`src/rtl/ring_sched_pkg.sv`:
```
// Shared types and helpers for the ring token scheduler.
// Helpers work on a fixed maximum-width vector so any NUM_REQ up to MAX_REQ can use them.
package ring_sched_pkg;

  localparam int MAX_REQ = 32;

  typedef logic [MAX_REQ-1:0] req_vec_t;

  typedef enum logic [0:0] {
    IDLE  = 1'b0,
    GRANT = 1'b1
  } state_t;

  // Binary index of a one-hot vector; returns 0 for an all-zero vector.
  function automatic int unsigned onehot_to_idx(input req_vec_t v);
    int unsigned idx;
    idx = 32'd0;
    for (int i = 0; i < MAX_REQ; i++) begin
      if (v[i]) begin
        idx = idx | i;
      end else begin
        idx = idx;
      end
    end
    return idx;
  endfunction

  // Rotate the low n bits of v left by one; bit n-1 wraps to bit 0.
  function automatic req_vec_t rotl1(input req_vec_t v, input int unsigned n);
    req_vec_t r;
    r = '0;
    for (int unsigned i = 0; i < MAX_REQ; i++) begin
      if (i < n) begin
        r[(i + 32'd1) % n] = v[i];
      end else begin
        r = r;
      end
    end
    return r;
  endfunction

endpackage

```
`src/rtl/ring_priority_pick.sv`:
```
// Combinational round-robin pick: first set req bit at or above the token, wrapping.
// Uses a double-width vector so the wrap-around search is a single lowest-bit isolate.
module ring_priority_pick
  import ring_sched_pkg::*;
#(
  parameter int NUM_REQ = 4
) (
  input  logic [NUM_REQ-1:0] req,
  input  logic [NUM_REQ-1:0] token,
  output logic [NUM_REQ-1:0] winner,
  output logic               any_req
);

  logic [2*NUM_REQ-1:0] below_s;
  logic [2*NUM_REQ-1:0] masked_s;
  logic [2*NUM_REQ-1:0] lowest_s;

  // Lower copy keeps only bits at/above the token; upper copy supplies the wrapped bits.
  always_comb begin
    below_s  = {{NUM_REQ{1'b0}}, token} - {{(2*NUM_REQ-1){1'b0}}, 1'b1};
    masked_s = {req, req} & ~below_s;
    lowest_s = masked_s & (~masked_s + {{(2*NUM_REQ-1){1'b0}}, 1'b1});
    winner   = lowest_s[NUM_REQ-1:0] | lowest_s[2*NUM_REQ-1:NUM_REQ];
    any_req  = |req;
  end

endmodule

```
`src/rtl/ring_token_scheduler.sv`:
```
// Round-robin scheduler with a one-hot rotating token, burst limit and registered grant.
// One dead cycle always separates consecutive grants.
module ring_token_scheduler
  import ring_sched_pkg::*;
#(
  parameter int NUM_REQ   = 4,
  parameter int MAX_BURST = 8,
  localparam int IDX_W    = (NUM_REQ > 1) ? $clog2(NUM_REQ) : 1,
  localparam int CNT_W    = (MAX_BURST > 1) ? $clog2(MAX_BURST) : 1
) (
  input  logic               clk,
  input  logic               rst,
  input  logic               enable,
  input  logic [NUM_REQ-1:0] req,
  input  logic [NUM_REQ-1:0] done,
  output logic [NUM_REQ-1:0] grant,
  output logic               grant_valid,
  output logic [IDX_W-1:0]   grant_idx,
  output logic [NUM_REQ-1:0] token,
  output logic [CNT_W-1:0]   burst_cnt
);

  localparam logic [CNT_W-1:0] BURST_LAST = CNT_W'(MAX_BURST - 1);

  state_t             state_r;
  logic [NUM_REQ-1:0] token_r;
  logic [NUM_REQ-1:0] grant_r;
  logic               grant_valid_r;
  logic [IDX_W-1:0]   grant_idx_r;
  logic [CNT_W-1:0]   burst_cnt_r;

  logic [NUM_REQ-1:0] winner_s;
  logic               any_req_s;
  logic               release_s;

  ring_priority_pick #(
    .NUM_REQ (NUM_REQ)
  ) u_pick (
    .req     (req),
    .token   (token_r),
    .winner  (winner_s),
    .any_req (any_req_s)
  );

  // Owner release: its done pulse, its request dropping, or the burst limit while enabled.
  always_comb begin
    release_s = ~(|(req & grant_r)) | (|(done & grant_r))
              | (enable & (burst_cnt_r == BURST_LAST));
  end

  // Scheduler FSM, token ring, burst counter and registered outputs.
  always_ff @(posedge clk) begin
    if (rst) begin
      state_r       <= IDLE;
      token_r       <= {{(NUM_REQ-1){1'b0}}, 1'b1};
      grant_r       <= '0;
      grant_valid_r <= 1'b0;
      grant_idx_r   <= '0;
      burst_cnt_r   <= '0;
    end else begin
      case (state_r)
        IDLE: begin
          if (enable && any_req_s) begin
            state_r       <= GRANT;
            token_r       <= winner_s;
            grant_r       <= winner_s;
            grant_valid_r <= 1'b1;
            grant_idx_r   <= IDX_W'(onehot_to_idx(MAX_REQ'(winner_s)));
            burst_cnt_r   <= '0;
          end else begin
            state_r <= IDLE;
          end
        end
        GRANT: begin
          if (release_s) begin
            // Token equals the owner here, so rotating it moves past the last owner.
            state_r       <= IDLE;
            token_r       <= NUM_REQ'(rotl1(MAX_REQ'(token_r), NUM_REQ));
            grant_r       <= '0;
            grant_valid_r <= 1'b0;
            grant_idx_r   <= '0;
            burst_cnt_r   <= '0;
          end else if (enable) begin
            burst_cnt_r <= burst_cnt_r + {{(CNT_W-1){1'b0}}, 1'b1};
          end else begin
            burst_cnt_r <= burst_cnt_r;
          end
        end
        default: begin
          state_r       <= IDLE;
          grant_r       <= '0;
          grant_valid_r <= 1'b0;
          grant_idx_r   <= '0;
          burst_cnt_r   <= '0;
        end
      endcase
    end
  end

  assign grant       = grant_r;
  assign grant_valid = grant_valid_r;
  assign grant_idx   = grant_idx_r;
  assign token       = token_r;
  assign burst_cnt   = burst_cnt_r;

endmodule

```
`config.mk`:
```
export PLATFORM = sky130hd
export DESIGN_NAME = ring_token_scheduler
export DESIGN_NICKNAME = d
export VERILOG_FILES = /design/src/rtl/ring_sched_pkg.sv /design/src/rtl/ring_priority_pick.sv /design/src/rtl/ring_token_scheduler.sv
export SDC_FILE = /design/constraint.sdc
export NUM_CORES = 1
export LEC_CHECK = 0
export BUFFER_PORTS_ARGS = -buffer_cell sky130_fd_sc_hd__buf_4
export CAP_MARGIN = 20
export CELL_PAD_IN_SITES_DETAIL_PLACEMENT = 1
export CELL_PAD_IN_SITES_GLOBAL_PLACEMENT = 2
export CORE_UTILIZATION = 31
export CTS_BUF_LIST = sky130_fd_sc_hd__clkbuf_16
export CTS_CLUSTER_DIAMETER = 200
export DETAILED_ROUTE_END_ITERATION = 7
export PLACE_DENSITY = 0.9
export SETUP_SLACK_MARGIN = 0.02
export SLEW_MARGIN = 20
export SYNTH_ARGS = -nofsm -noshare
export SYNTH_HDL_FRONTEND = slang
export SYNTH_SLANG_ARGS = --single-unit
export TNS_END_PERCENT = 1
```
`constraint.sdc`:
```
create_clock -name clk -period 5.48 [get_ports clk]
set_input_delay 0.548 -clock clk [delete_from_list [all_inputs] [get_ports clk]]
set_output_delay 0.548 -clock clk [all_outputs]
set_load 0.05 [all_outputs]
```
==> flow_summary.json <==
{
  "status": "complete, no violations",
  "setup_slack_ps": 3450,
  "wl_um": 2540,
  "ys_top_cells_by_area": "dfxtp_1 36%, nand2_1 5.0%, ha_1 4.5%",
  "power_switching_uw": 103,
  "p_per_area_mw_per_mm2": 309,
  "hold_viol": 0,
  "seqPwrFrac_pct": 35.7,
  "ys_ff_latch": 15,
  "synthSimpleGateAreaFrac_pct": 25.9,
  "p_int_uw": 242,
  "post_cts_buffers": 0,
  "die_y_um": 53.7,
  "drv_slew": 0,
  "drc": 0,
  "synthCells": 93,
  "criticalPathCategory": "flip-flop to flip-flop",
  "syn_avg_cell_area_um2": 8.92,
  "drv_cap": 0,
  "synthXorXnorAreaFrac_pct": 1.06,
  "synthAdderAreaFrac_pct": 4.52,
  "synth_area_leader_cell": "dfxtp_1",
  "yosysWarnings": 0,
  "ys_seq_area_share_pct": 36.2,
  "numCtsBuffers": 3,
  "htreeDepth": 1,
  "syn-cell-area_um2": 830,
  "port_buffers": 24,
  "tightest_slew_ps": 453,
  "final.setup.tns_ps": 0,
  "cts_tree": "done",
  "fillCellCount": 317,
  "fin_worst_skew_ps": 2.63,
  "die_w_um": 53.7,
  "clockRootBuffer": "clkbuf_16",
  "syn_nets": 107,
  "firstDrtPassIters": 4,
  "clkPwrFrac_pct": 40.5,
  "clock_sinks": 15,
  "synth-edff-count": 0,
  "fp-row-count": 18,
  "async_flop_share_pct": 0,
  "grt_max_degree": 16,
  "critical_path_required_ps": 5590,
  "slowest_delay_ps": 480,
  "hold_buffers": 0,
  "worstPathCellList": "inv_1, ha_1, xor2_1, or2_2, and4bb_1, o211ai_1, o2111ai_1",
  "drive_gt1_share_pct": 30.8,
  "antenna_found_initial": 0,
  "synth_ff_type": "dfxtp_1",
  "antennaDiodeCount": 0,
  "max_slew_margin_pct": 69.5,
  "setup_violations": 0,
  "arrival_ps": 2140,
  "utilization_pct": 44.7,
  "slowest_stage": "dfxtp_1",
  "yosys-top-cells-count": "15 x dfxtp_1, 11 x nand2_1, 7 x a21oi_1, 7 x nor2_1, 6 x inv_1",
  "synth_cell_types": 37,
  "die_area_mm2": 0.00289,
  "clk_latency_ps": 240,
  "p_comb_share_pct": 23.8,
  "area_growth_pct": 34.7,
  "core_area_mm2": 0.00250,
  "leakagePower_nw": 0.474,
  "ant_nets": 0,
  "ir_drop_v": 0.000250,
  "synth.most_common_cell": "dfxtp_1",
  "path_clk_slew_ps": 50,
  "period_share_pct": 37.1,
  "dp_hpwl_um": 1880,
  "clk_path_buf_depth": 2,
  "end_kind": "flip-flop",
  "path_max_fanout": 8,
  "synth_top_family_by_area": "compound AO/OA/AOI/OAI gates",
  "drt_iter0_markers": 10,
  "gp_congestion": 0.898,
  "post-route-min-period_ps": 2030,
  "start_util_pct": 33.2,
  "synthDominantCellAreaShare_pct": 36.2,
  "switching_share_pct": 29.9,
  "grt_pass1_vias": 789,
  "fmax_mhz": 492,
  "wl_per_cell_um": 16.9,
  "rsz0062_at_grt": "no",
  "synth_compound_area_share_pct": 28.5,
  "pre_cts_ws_ps": 3460,
  "track_usage_pct": 18.5,
  "pin_count": 25,
  "grt_pass1_wl_um": 3800,
  "nets": 135,
  "grt_overflow": 0,
  "hold_class": "flip-flop to flip-flop",
  "synth.area.mux_share_pct": 0,
  "cts-resized-gates": 0,
  "via_per_inst": 5.78,
  "vias": 867,
  "start_kind": "flip-flop"
}
==> logic make-up (layout without fill, tap and decap cells) <==
kind of cell               after synthesis  after routing
buffers and inverters                    7             34
adders and majority gates                3              3
xor gates and xnor gates                 1              1
AOI/OAI and AO/OA                       30             30
and+or+nand+nor                         37             37
DFF                                     15             15
==> critical path: cells and delay by family, from the launching register on <==
| family | cells | cell delay (ps) |
|---|---|---|
| flip-flops | 1 | 480 |
| XOR/XNOR | 1 | 180 |
| adder cells (fa/ha/maj) | 1 | 250 |
| buffers and inverters | 1 | 110 |
| AO/OA/AOI/OAI | 2 | 350 |
| AND/OR/NAND/NOR | 2 | 530 |
==> per-stage QoR <==
step / hold WS (ps) / total power, mW / cells / area, µm²
2_1_floorplan: 545 / 0.178 / 93 / 830
3_3_place_gp: 472 / 0.204 / 146 / 1040
3_5_place_dp: 480 / 0.207 / 146 / 1040
4_1_cts: 488 / 0.348 / 150 / 1120
5_1_grt: 506 / 0.358 / 150 / 1120
6_report: 483 / 0.345 / 150 / 1120
==> power by group through the flow <==
stage          registers [mW]  clock network, mW  logic (mW)
5_1_grt                 0.124              0.147      0.0878
4_1_cts                 0.123              0.142      0.0824
3_3_place_gp            0.125                  0      0.0798
2_1_floorplan           0.141                  0      0.0367
3_5_place_dp            0.125                  0      0.0819
6_report                0.123              0.140      0.0820
==> layout make-up <==
| class | count | area [µm²] | area share (%) |
|---|---|---|---|
| clock buffer | 3 | 75.1 | 6.72 |
| clock inverter | 1 | 3.75 | 0.336 |
| inverter | 6 | 22.5 | 2.02 |
| multi-input combinational | 71 | 498 | 44.6 |
| sequential | 15 | 300 | 26.9 |
| tap | 30 | 37.5 | 3.36 |
| timing repair buffer | 24 | 180 | 16.1 |
==> worst paths after layout <==
check	start	endpoint	slack, ps	cells past startpoint
worst min-delay path	grant_idx[1]	grant_idx[1]	480	2
worst max register to register	token[0]	token[0]	3450	7
worst max-delay path	token[0]	token[0]	3450	7
worst min register to register	grant_idx[1]	grant_idx[1]	480	2
==> layout by cell type (no fill, tap or decap), types with 2 or more instances in the layout <==
master     count
buf_4         24
dfxtp_1       15
nand2_1       11
inv_1          7
a21oi_1        7
nor2_1         7
nand3_1        3
o211ai_1       3
a31oi_1        3
ha_1           3
clkbuf_16      3
nand2b_1       2
a22oi_1        2
nand4_1        2
o21ai_2        2
or3_1          2
o2111ai_1      2
a32oi_1        2
==> metal layers <==
layer	track usage (%)	share of wire, %	up-vias
li1	-	-	412
met1	24.7	46	421
met2	29.2	46	28
met3	2.54	4.8	6
met4	7.89	2.5	0
met5	0	0	-
==> sequential cells by signal, summed over array words and instances, names as in the netlist <==
name,flops
state_r,1
grant,4
grant_valid,1
token,4
grant_idx,2
burst_cnt,3
Note: power is estimated with default switching activity, not from simulation.
